<file path="config.mk">
export PLATFORM = sky130hd
export DESIGN_NAME = wakeup_frame_tx_flat
export DESIGN_NICKNAME = d
export VERILOG_FILES = /design/src/rtl/wakeup_frame_tx_pkg.sv /design/src/rtl/wakeup_frame_tx_if.sv /design/src/rtl/wakeup_frame_tx_scrambler.sv /design/src/rtl/wakeup_frame_tx.sv /design/src/flat_wrapper.sv
export SDC_FILE = /design/constraint.sdc
export NUM_CORES = 1
export LEC_CHECK = 0
export BUFFER_PORTS_ARGS = -buffer_cell sky130_fd_sc_hd__buf_2
export CAP_MARGIN = 20
export CORE_MARGIN = 8
export CORE_UTILIZATION = 44
export CTS_BUF_LIST = sky130_fd_sc_hd__clkbuf_2
export CTS_CLUSTER_DIAMETER = 150
export DETAILED_ROUTE_END_ITERATION = 10
export GPL_ROUTABILITY_DRIVEN = 0
export GPL_TIMING_DRIVEN = 0
export SLEW_MARGIN = 0
export SYNTH_ARGS = -nofsm -noshare
export SYNTH_HDL_FRONTEND = slang
export SYNTH_SLANG_ARGS = --single-unit
</file>
<file path="constraint.sdc">
create_clock -name clki -period 3.7 [get_ports clki]
set_clock_uncertainty 0.15 [all_clocks]
set_input_delay 0.37 -clock clki [delete_from_list [all_inputs] [get_ports clki]]
set_output_delay 0.37 -clock clki [all_outputs]
set_load 0.005 [all_outputs]
</file>
<file path="src/rtl/wakeup_frame_tx_pkg.sv">
// Shared state encoding and default scrambler taps for the wake-up frame transmitter.
package wakeup_frame_pkg;

  typedef enum logic [1:0] {
    ST_IDLE,
    ST_ARMED,
    ST_TX,
    ST_DONE
  } state_t;

  localparam logic [7:0] DEFAULT_LFSR_TAPS = 8'hD9;

endpackage

</file>
<file path="src/rtl/wakeup_frame_tx_if.sv">
// Front-end inputs and transmit-driver outputs of the wake-up frame transmitter.
interface wakeup_frame_tx_if;
  logic wake_up;
  logic comp_out;
  logic wu_valid;
  logic data_clk_en;
  logic data_clk;
  logic bit_strobe;
  logic t_0;
  logic t_1;
  logic busy;
  logic done;
  logic timeout_err;

  modport master (
    output wake_up, comp_out,
    input  wu_valid, data_clk_en, data_clk, bit_strobe, t_0, t_1, busy, done, timeout_err
  );

  modport slave (
    input  wake_up, comp_out,
    output wu_valid, data_clk_en, data_clk, bit_strobe, t_0, t_1, busy, done, timeout_err
  );
endinterface

</file>
<file path="src/rtl/wakeup_frame_tx_scrambler.sv">
// Self-synchronising scrambler: the previous output bit is shifted in before the tap parity.
module frame_scrambler
  import wakeup_frame_pkg::*;
#(
  parameter int unsigned          LFSR_W    = 8,
  parameter logic [LFSR_W-1:0]    LFSR_TAPS = LFSR_W'(DEFAULT_LFSR_TAPS)
) (
  input  logic clki,
  input  logic rst,
  input  logic clr,
  input  logic en,
  input  logic d_in,
  input  logic fb_in,
  output logic d_out
);

  logic [LFSR_W-1:0] r_lfsr;
  logic [LFSR_W-1:0] w_shift;

  assign w_shift = {r_lfsr[LFSR_W-2:0], fb_in};
  assign d_out   = d_in ^ (^(w_shift & LFSR_TAPS));

  always_ff @(posedge clki) begin
    if (rst || clr) begin
      r_lfsr <= '0;
    end else if (en) begin
      r_lfsr <= w_shift;
    end
  end

endmodule

</file>
<file path="src/rtl/wakeup_frame_tx.sv">
// Wake-up armed frame transmitter: synchronisers, FSM, arm timer, bit-clock divider
// and bit counter feeding a preamble/payload/tail serialiser.
module wakeup_frame_tx
  import wakeup_frame_pkg::*;
#(
  parameter int unsigned       DIV         = 100,
  parameter int unsigned       CNT_W       = 20,
  parameter int unsigned       TIMEOUT     = 60000,
  parameter int unsigned       START_DELAY = 25342,
  parameter int unsigned       TRIG_MODE   = 0,
  parameter int unsigned       PRE_BITS    = 432,
  parameter int unsigned       PAY_BITS    = 768,
  parameter int unsigned       TAIL_BITS   = 16,
  parameter int unsigned       RUN_LEN     = 4,
  parameter int unsigned       LFSR_W      = 8,
  parameter logic [LFSR_W-1:0] LFSR_TAPS   = LFSR_W'(DEFAULT_LFSR_TAPS)
) (
  input logic              clki,
  input logic              rst,
  wakeup_frame_tx_if.slave bus
);

  localparam int unsigned     N_BITS     = PRE_BITS + PAY_BITS + TAIL_BITS;
  localparam longint unsigned LIM        = 64'd1 << CNT_W;
  localparam logic [CNT_W-1:0] C_HALF_LAST = CNT_W'(DIV / 2 - 1);
  localparam logic [CNT_W-1:0] C_SD        = CNT_W'(START_DELAY);
  localparam logic [CNT_W-1:0] C_TO_LAST   = CNT_W'(TIMEOUT - 1);
  localparam logic [CNT_W-1:0] C_PRE       = CNT_W'(PRE_BITS);
  localparam logic [CNT_W-1:0] C_PRE_PAY   = CNT_W'(PRE_BITS + PAY_BITS);
  localparam logic [CNT_W-1:0] C_NBITS     = CNT_W'(N_BITS);
  localparam logic [CNT_W-1:0] C_RUN_LAST  = CNT_W'(RUN_LEN - 1);

  if ((DIV < 2) || (DIV % 2 != 0) || (TIMEOUT < 1) || (RUN_LEN < 1) || (LFSR_W < 2) ||
      (longint'(TIMEOUT) > LIM) || (longint'(START_DELAY) >= LIM) ||
      (longint'(N_BITS) >= LIM) || (longint'(RUN_LEN) > LIM) ||
      (longint'(DIV / 2) > LIM)) begin : g_bad_params
    $error("wakeup_frame_tx: parameter out of range for CNT_W");
  end

  logic r_wake_s1, r_wake_s2, r_wake_dly, r_wake_rise;
  logic r_comp_s1, r_comp_s2, r_comp_dly, r_comp_rise;

  state_t r_state, w_next;
  logic   w_start, w_timeout, w_wrap, w_rise_tick, w_in_pre, w_in_pay, w_scr_out;

  logic [CNT_W-1:0] r_timer, r_div_cnt, r_bit_idx, r_run_cnt;
  logic             r_run_phase, r_data_clk, r_strobe, r_t0, r_t1, r_timeout_err;

  // Edge flags are registered, so an input change reaches the FSM 3 cycles later.
  always_ff @(posedge clki) begin
    if (rst) begin
      {r_wake_s1, r_wake_s2, r_wake_dly, r_wake_rise} <= '0;
      {r_comp_s1, r_comp_s2, r_comp_dly, r_comp_rise} <= '0;
    end else begin
      r_wake_s1   <= bus.wake_up;
      r_wake_s2   <= r_wake_s1;
      r_wake_dly  <= r_wake_s2;
      r_wake_rise <= r_wake_s2 & ~r_wake_dly;
      r_comp_s1   <= bus.comp_out;
      r_comp_s2   <= r_comp_s1;
      r_comp_dly  <= r_comp_s2;
      r_comp_rise <= r_comp_s2 & ~r_comp_dly;
    end
  end

  assign w_wrap      = (r_div_cnt == C_HALF_LAST);
  assign w_rise_tick = (r_state == ST_TX) && w_wrap && !r_data_clk;
  assign w_in_pre    = (r_bit_idx < C_PRE);
  assign w_in_pay    = !w_in_pre && (r_bit_idx < C_PRE_PAY);

  always_ff @(posedge clki) begin
    if (rst) begin
      r_state <= ST_IDLE;
    end else begin
      r_state <= w_next;
    end
  end

  always_comb begin
    w_next    = r_state;
    w_start   = 1'b0;
    w_timeout = 1'b0;
    case (r_state)
      ST_IDLE: begin
        if (r_wake_rise) w_next = ST_ARMED;
      end
      ST_ARMED: begin
        if (((TRIG_MODE == 0) && (r_timer == C_SD)) ||
            ((TRIG_MODE != 0) && r_comp_rise && (r_timer >= C_SD))) begin
          w_next  = ST_TX;
          w_start = 1'b1;
        end else if (r_timer == C_TO_LAST) begin
          w_next    = ST_IDLE;
          w_timeout = 1'b1;
        end
      end
      ST_TX: begin
        if (w_wrap && r_data_clk && (r_bit_idx == C_NBITS)) w_next = ST_DONE;
      end
      default: w_next = ST_IDLE;
    endcase
  end

  always_comb begin
    bus.wu_valid    = (r_state == ST_ARMED);
    bus.busy        = (r_state != ST_IDLE);
    bus.data_clk_en = (r_state == ST_TX);
    bus.done        = (r_state == ST_DONE);
    bus.data_clk    = r_data_clk;
    bus.bit_strobe  = r_strobe;
    bus.t_0         = r_t0;
    bus.t_1         = r_t1;
    bus.timeout_err = r_timeout_err;
  end

  frame_scrambler #(
    .LFSR_W    (LFSR_W),
    .LFSR_TAPS (LFSR_TAPS)
  ) u_scrambler (
    .clki  (clki),
    .rst   (rst),
    .clr   (w_rise_tick && w_in_pre),
    .en    (w_rise_tick && w_in_pay),
    .d_in  (~r_run_phase),
    .fb_in (r_t1),
    .d_out (w_scr_out)
  );

  always_ff @(posedge clki) begin
    if (rst) begin
      r_timer       <= '0;
      r_div_cnt     <= '0;
      r_bit_idx     <= '0;
      r_run_cnt     <= '0;
      r_run_phase   <= 1'b0;
      r_data_clk    <= 1'b0;
      r_strobe      <= 1'b0;
      r_t0          <= 1'b0;
      r_t1          <= 1'b0;
      r_timeout_err <= 1'b0;
    end else begin
      r_strobe      <= 1'b0;
      r_timeout_err <= w_timeout;
      r_timer       <= (r_state == ST_ARMED) ? r_timer + 1'b1 : '0;
      if (w_start) begin
        r_div_cnt   <= '0;
        r_bit_idx   <= '0;
        r_run_cnt   <= '0;
        r_run_phase <= 1'b0;
        r_data_clk  <= 1'b0;
      end else if (r_state == ST_TX) begin
        if (w_wrap) begin
          r_div_cnt  <= '0;
          r_data_clk <= ~r_data_clk;
          if (!r_data_clk) begin
            r_strobe  <= 1'b1;
            r_bit_idx <= r_bit_idx + 1'b1;
            r_t1      <= w_in_pay ? w_scr_out : 1'b0;
            r_t0      <= w_in_pay;
            if (w_in_pay) begin
              // Run counter replaces (p/RUN_LEN)%2 so no divider is needed.
              if (r_run_cnt == C_RUN_LAST) begin
                r_run_cnt   <= '0;
                r_run_phase <= ~r_run_phase;
              end else begin
                r_run_cnt <= r_run_cnt + 1'b1;
              end
            end
          end else if (r_bit_idx == C_NBITS) begin
            r_t1 <= 1'b0;
            r_t0 <= 1'b0;
          end
        end else begin
          r_div_cnt <= r_div_cnt + 1'b1;
        end
      end else begin
        r_data_clk <= 1'b0;
        r_t1       <= 1'b0;
        r_t0       <= 1'b0;
      end
    end
  end

endmodule
</file>
<file path="src/flat_wrapper.sv">
// flat-port wrapper written by rule: the top's interface ports become plain ports
module wakeup_frame_tx_flat import wakeup_frame_pkg::*;
#(
  parameter int unsigned       DIV         = 100,
  parameter int unsigned       CNT_W       = 20,
  parameter int unsigned       TIMEOUT     = 60000,
  parameter int unsigned       START_DELAY = 25342,
  parameter int unsigned       TRIG_MODE   = 0,
  parameter int unsigned       PRE_BITS    = 432,
  parameter int unsigned       PAY_BITS    = 768,
  parameter int unsigned       TAIL_BITS   = 16,
  parameter int unsigned       RUN_LEN     = 4,
  parameter int unsigned       LFSR_W      = 8,
  parameter logic [LFSR_W-1:0] LFSR_TAPS   = LFSR_W'(DEFAULT_LFSR_TAPS)
)
  (clki, rst, bus_wake_up, bus_comp_out, bus_wu_valid, bus_data_clk_en, bus_data_clk, bus_bit_strobe, bus_t_0, bus_t_1, bus_busy, bus_done, bus_timeout_err);
  wakeup_frame_tx_if bus_i ();
  input logic clki;
  input logic rst;
  input wire logic [$bits(bus_i.wake_up)-1:0] bus_wake_up;
  input wire logic [$bits(bus_i.comp_out)-1:0] bus_comp_out;
  output wire logic [$bits(bus_i.wu_valid)-1:0] bus_wu_valid;
  output wire logic [$bits(bus_i.data_clk_en)-1:0] bus_data_clk_en;
  output wire logic [$bits(bus_i.data_clk)-1:0] bus_data_clk;
  output wire logic [$bits(bus_i.bit_strobe)-1:0] bus_bit_strobe;
  output wire logic [$bits(bus_i.t_0)-1:0] bus_t_0;
  output wire logic [$bits(bus_i.t_1)-1:0] bus_t_1;
  output wire logic [$bits(bus_i.busy)-1:0] bus_busy;
  output wire logic [$bits(bus_i.done)-1:0] bus_done;
  output wire logic [$bits(bus_i.timeout_err)-1:0] bus_timeout_err;
  assign bus_i.wake_up = bus_wake_up;
  assign bus_i.comp_out = bus_comp_out;
  assign bus_wu_valid = bus_i.wu_valid;
  assign bus_data_clk_en = bus_i.data_clk_en;
  assign bus_data_clk = bus_i.data_clk;
  assign bus_bit_strobe = bus_i.bit_strobe;
  assign bus_t_0 = bus_i.t_0;
  assign bus_t_1 = bus_i.t_1;
  assign bus_busy = bus_i.busy;
  assign bus_done = bus_i.done;
  assign bus_timeout_err = bus_i.timeout_err;
  wakeup_frame_tx #(.DIV(DIV), .CNT_W(CNT_W), .TIMEOUT(TIMEOUT), .START_DELAY(START_DELAY), .TRIG_MODE(TRIG_MODE), .PRE_BITS(PRE_BITS), .PAY_BITS(PAY_BITS), .TAIL_BITS(TAIL_BITS), .RUN_LEN(RUN_LEN), .LFSR_W(LFSR_W), .LFSR_TAPS(LFSR_TAPS)) u_core (.clki(clki), .rst(rst), .bus(bus_i));
endmodule
</file>
==> flow_summary_export.csv <==
group,metric,value,unit
outcome,status,"finished, final reports clean",
routing,topRoutingLayerUsed,"met4",
cells_and_area,area_delta_synth_final,7.54,%
worst_setup_path,critPathKind,"flop to flop",
clock_tree,numCtsBuffers,9,
clock_tree,ctsHoldBuffers,3,
synth,seq_area_frac_synth,40.5,%
cells_and_area,layout_commonest_cell,"dfxtp_1",
power,vdd_drop_max,0.221,mV
cells_and_area,finish.instance_area,5260,sq um
clock_tree,htree_levels,3,
clock_tree,clk-insertion-delay-late,0.61,ns
worst_setup_path,r2r_slack,0.72,ns
routing,wl_per_cell,14.8,um
sta,setup_tns,0,ns
sta,whs,0.257,ns
worst_setup_path,worst_setup_path_end_kind,"flop",
grt,grt_usage,15.6,%
flow_run,max_cap_viol_count,0,
synth,synth-seq-cells,99,
synth,synth_top_area_share,40.5,%
routing,wl_met2,5150,um
floorplan,coreArea,10800,sq um
power,power,0.00162,W
grt,grt_pass1_wl,18900,um
clock_tree,path_clk_slew,0.24,ns
floorplan,initial_core_util,45.2,%
synth,syn_area,4890,sq um
clock_tree,root_buffer,"clkbuf_2",
placement,place_ws,0.798,ns
clock_tree,cts_setup_buffers,0,
routing,wl_met3,450,um
sta,finalHoldViolations,0,
routing,drc,0,
worst_setup_path,cp_cell_sequence,"ha_1 -> or4b_4 -> nor2_2 -> nand3_2 -> buf_2 -> buf_1 -> o31ai_1 -> a21oi_1",
synth,yosysUniqueCellTypes,52,
floorplan,chipHeight,121,um
grt,first_global_vias,3996,
floorplan,fp.dieW,121,um
routing,drt-initial-drc-count,358,
routing,viasPerCell,5.67,
routing,finalWirelength,11100,um
sta,fin_crit,2.98,ns
routing,num_vias,4270,
clock_tree,ctsResizeCount,0,
floorplan,rows,38,
grt,antenna_found_initial,0,
cells_and_area,num_antenna_cells,0,
synth,synth_flop_cell,"dfxtp_1",
clock_tree,clk_path_buf_depth,2,
sta,rsz0062_at_grt,"no",
routing,wl_met1,5390,um
worst_setup_path,start_kind,"flop",
cells_and_area,fin_nets,619,
sta,worst_slack,0.718,ns
placement,place.port_buffers,10,
power,p_leak,1.71,nW
synth,syn-mean-instance-area,8.40,sq um
sta,slew_headroom,56.8,%
placement,dpl-instance-area,5130,sq um
floorplan,ios,13,
floorplan,dieArea,14800,sq um
sta,tightestPinTransition,0.643,ns
grt,grt_max_degree,16,
worst_setup_path,cp_data_arrival_time,3.34,ns
sta,setup_violations,0,
grt,overflow,0,
synth,synth_nets,594,
synth,synth_edf_count,0,
synth,synth_area_leaders,"dfxtp_1 (40%), nor2_1 (4.7%), or4_1 (4.6%)",
worst_setup_path,critPathSlowestCell,"or4b_4",
cells_and_area,final_cell_mix,"dfxtp_1 (99), nor2_1 (61), nand2_1 (44), a21oi_1 (37), or4_1 (30)",
synth,synthCells,583,
worst_setup_path,worst_path_largest_cell_delay,0.50,ns
sta,slew_viol_final,0,
synth,yosysTopAreaCell,"dfxtp_1",
placement,dpl.hpwl,8100,um
hold_path,min_path_type,"flop to flop",
synth,yosysWarnings,0,
sta,fmax,335,MHz
synth,ys_async_sr_fraction,0,%
cells_and_area,drive_above_1_share,7.34,%
routing,ant_nets,0,
worst_setup_path,critical_path.max_fanout,10,
sta,fin_crit_sh,80.6,%
routing,drtPass1Iterations,4,
worst_setup_path,crit_family,"simple AND/OR/NAND/NOR gates",
clock_tree,clock-sinks,99,
power,cellPowerDensity,307,nW/um^2
clock_tree,cts_tree,"done",
worst_setup_path,critPathBufInv,2,
worst_setup_path,cp.required,4.06,ns
==> metal layers <==
metal	track usage [%]	vias to the layer above
met5	0	-
met4	4.47	0
met3	4.65	10
met2	25.5	54
met1	19.6	1999
li1	-	2207
==> logic make-up (layout without fill, tap and decap cells) <==
family,count (synthesis),in the layout,share of synthesized area [%]
AND/OR/NAND/NOR,287,287,32.6
flip-flops,99,99,40.5
AO/OA/AOI/OAI,93,93,11.8
buffers and inverters,44,74,3.48
XOR/XNOR,41,41,7.34
multiplexers,12,12,2.48
adder cells (fa/ha/maj),7,7,1.79
==> per-stage QoR <==
stage / std cells / utilization, %
floorplan: 583 / -
global placement: 733 / 47.2
detailed placement: 734 / 47.3
CTS: 753 / 48.6
global route: 753 / 48.6
finish: 753 / 48.6
==> sequential cells by signal (all words and copies together) (netlist names) <==
| signal | cells |
|---|---|
| u_core.r_bit_idx | 20 |
| u_core.r_wake_s2 | 1 |
| u_core.r_div_cnt | 20 |
| u_core.r_state | 2 |
| u_core.r_run_phase | 1 |
| u_core.u_scrambler.r_lfsr | 7 |
| u_core.bus.timeout_err | 1 |
| u_core.r_run_cnt | 20 |
| u_core.r_wake_s1 | 1 |
| u_core.r_wake_rise | 1 |
| u_core.bus.t_1 | 1 |
| u_core.bus.data_clk | 1 |
| u_core.bus.bit_strobe | 1 |
| u_core.r_wake_dly | 1 |
| u_core.bus.t_0 | 1 |
| u_core.r_timer | 20 |
==> worst paths after layout <==
path,start,to,cells past startpoint
setup / recovery,u_core.r_div_cnt[0],u_core.r_run_cnt[7],8
hold reg to reg,u_core.r_wake_dly,u_core.r_wake_rise,1
setup reg to reg,u_core.r_div_cnt[0],u_core.r_run_cnt[7],8
hold / removal,u_core.r_wake_dly,u_core.r_wake_rise,1
==> cells in the mapped netlist, types with 4 or more instances <==
cell type,n
and2_1,5
nor4_1,17
o211ai_1,9
ha_1,7
nand4_1,26
dfxtp_1,99
clkbuf_1,20
buf_2,4
xor2_1,18
nor3_1,21
or2_2,5
nand2_1,44
nor2b_1,5
nand3b_1,4
nand3_1,29
inv_1,18
and4_1,5
and3_1,8
mux2i_1,11
xnor2_1,23
or4_1,30
nor2_1,61
a21oi_1,37
or3_1,10
o31ai_1,22
o21ai_0,13
==> where the power goes <==
| part | switching, W | total (W) | internal, W | leakage, nW |
|---|---|---|---|---|
| combinational | 0.0000222 | 0.0000310 | 0.00000875 | 0.840 |
| clock | 0.000361 | 0.000514 | 0.000153 | 0.0691 |
| sequential | 0.00000132 | 0.00107 | 0.00107 | 0.798 |
==> cell type report <==
cell class,count,area (sq um)
buffer,26,103
clock buffer,10,50.0
clock inverter,6,56.3
fill,1060,5580
inverter,18,67.6
multi-input combinational,440,2740
sequential,99,1980
tap,140,175
timing repair buffer,14,87.6
==> worst reg2reg max path, stage by stage, from the launching register on <==
cell     delay (ns)
dfxtp_1        0.48
ha_1           0.17
or4b_4         0.50
nor2_2         0.39
nand3_2        0.28
buf_2          0.28
buf_1          0.27
o31ai_1        0.30
a21oi_1        0.09
Note: power is estimated with default switching activity, not from simulation.
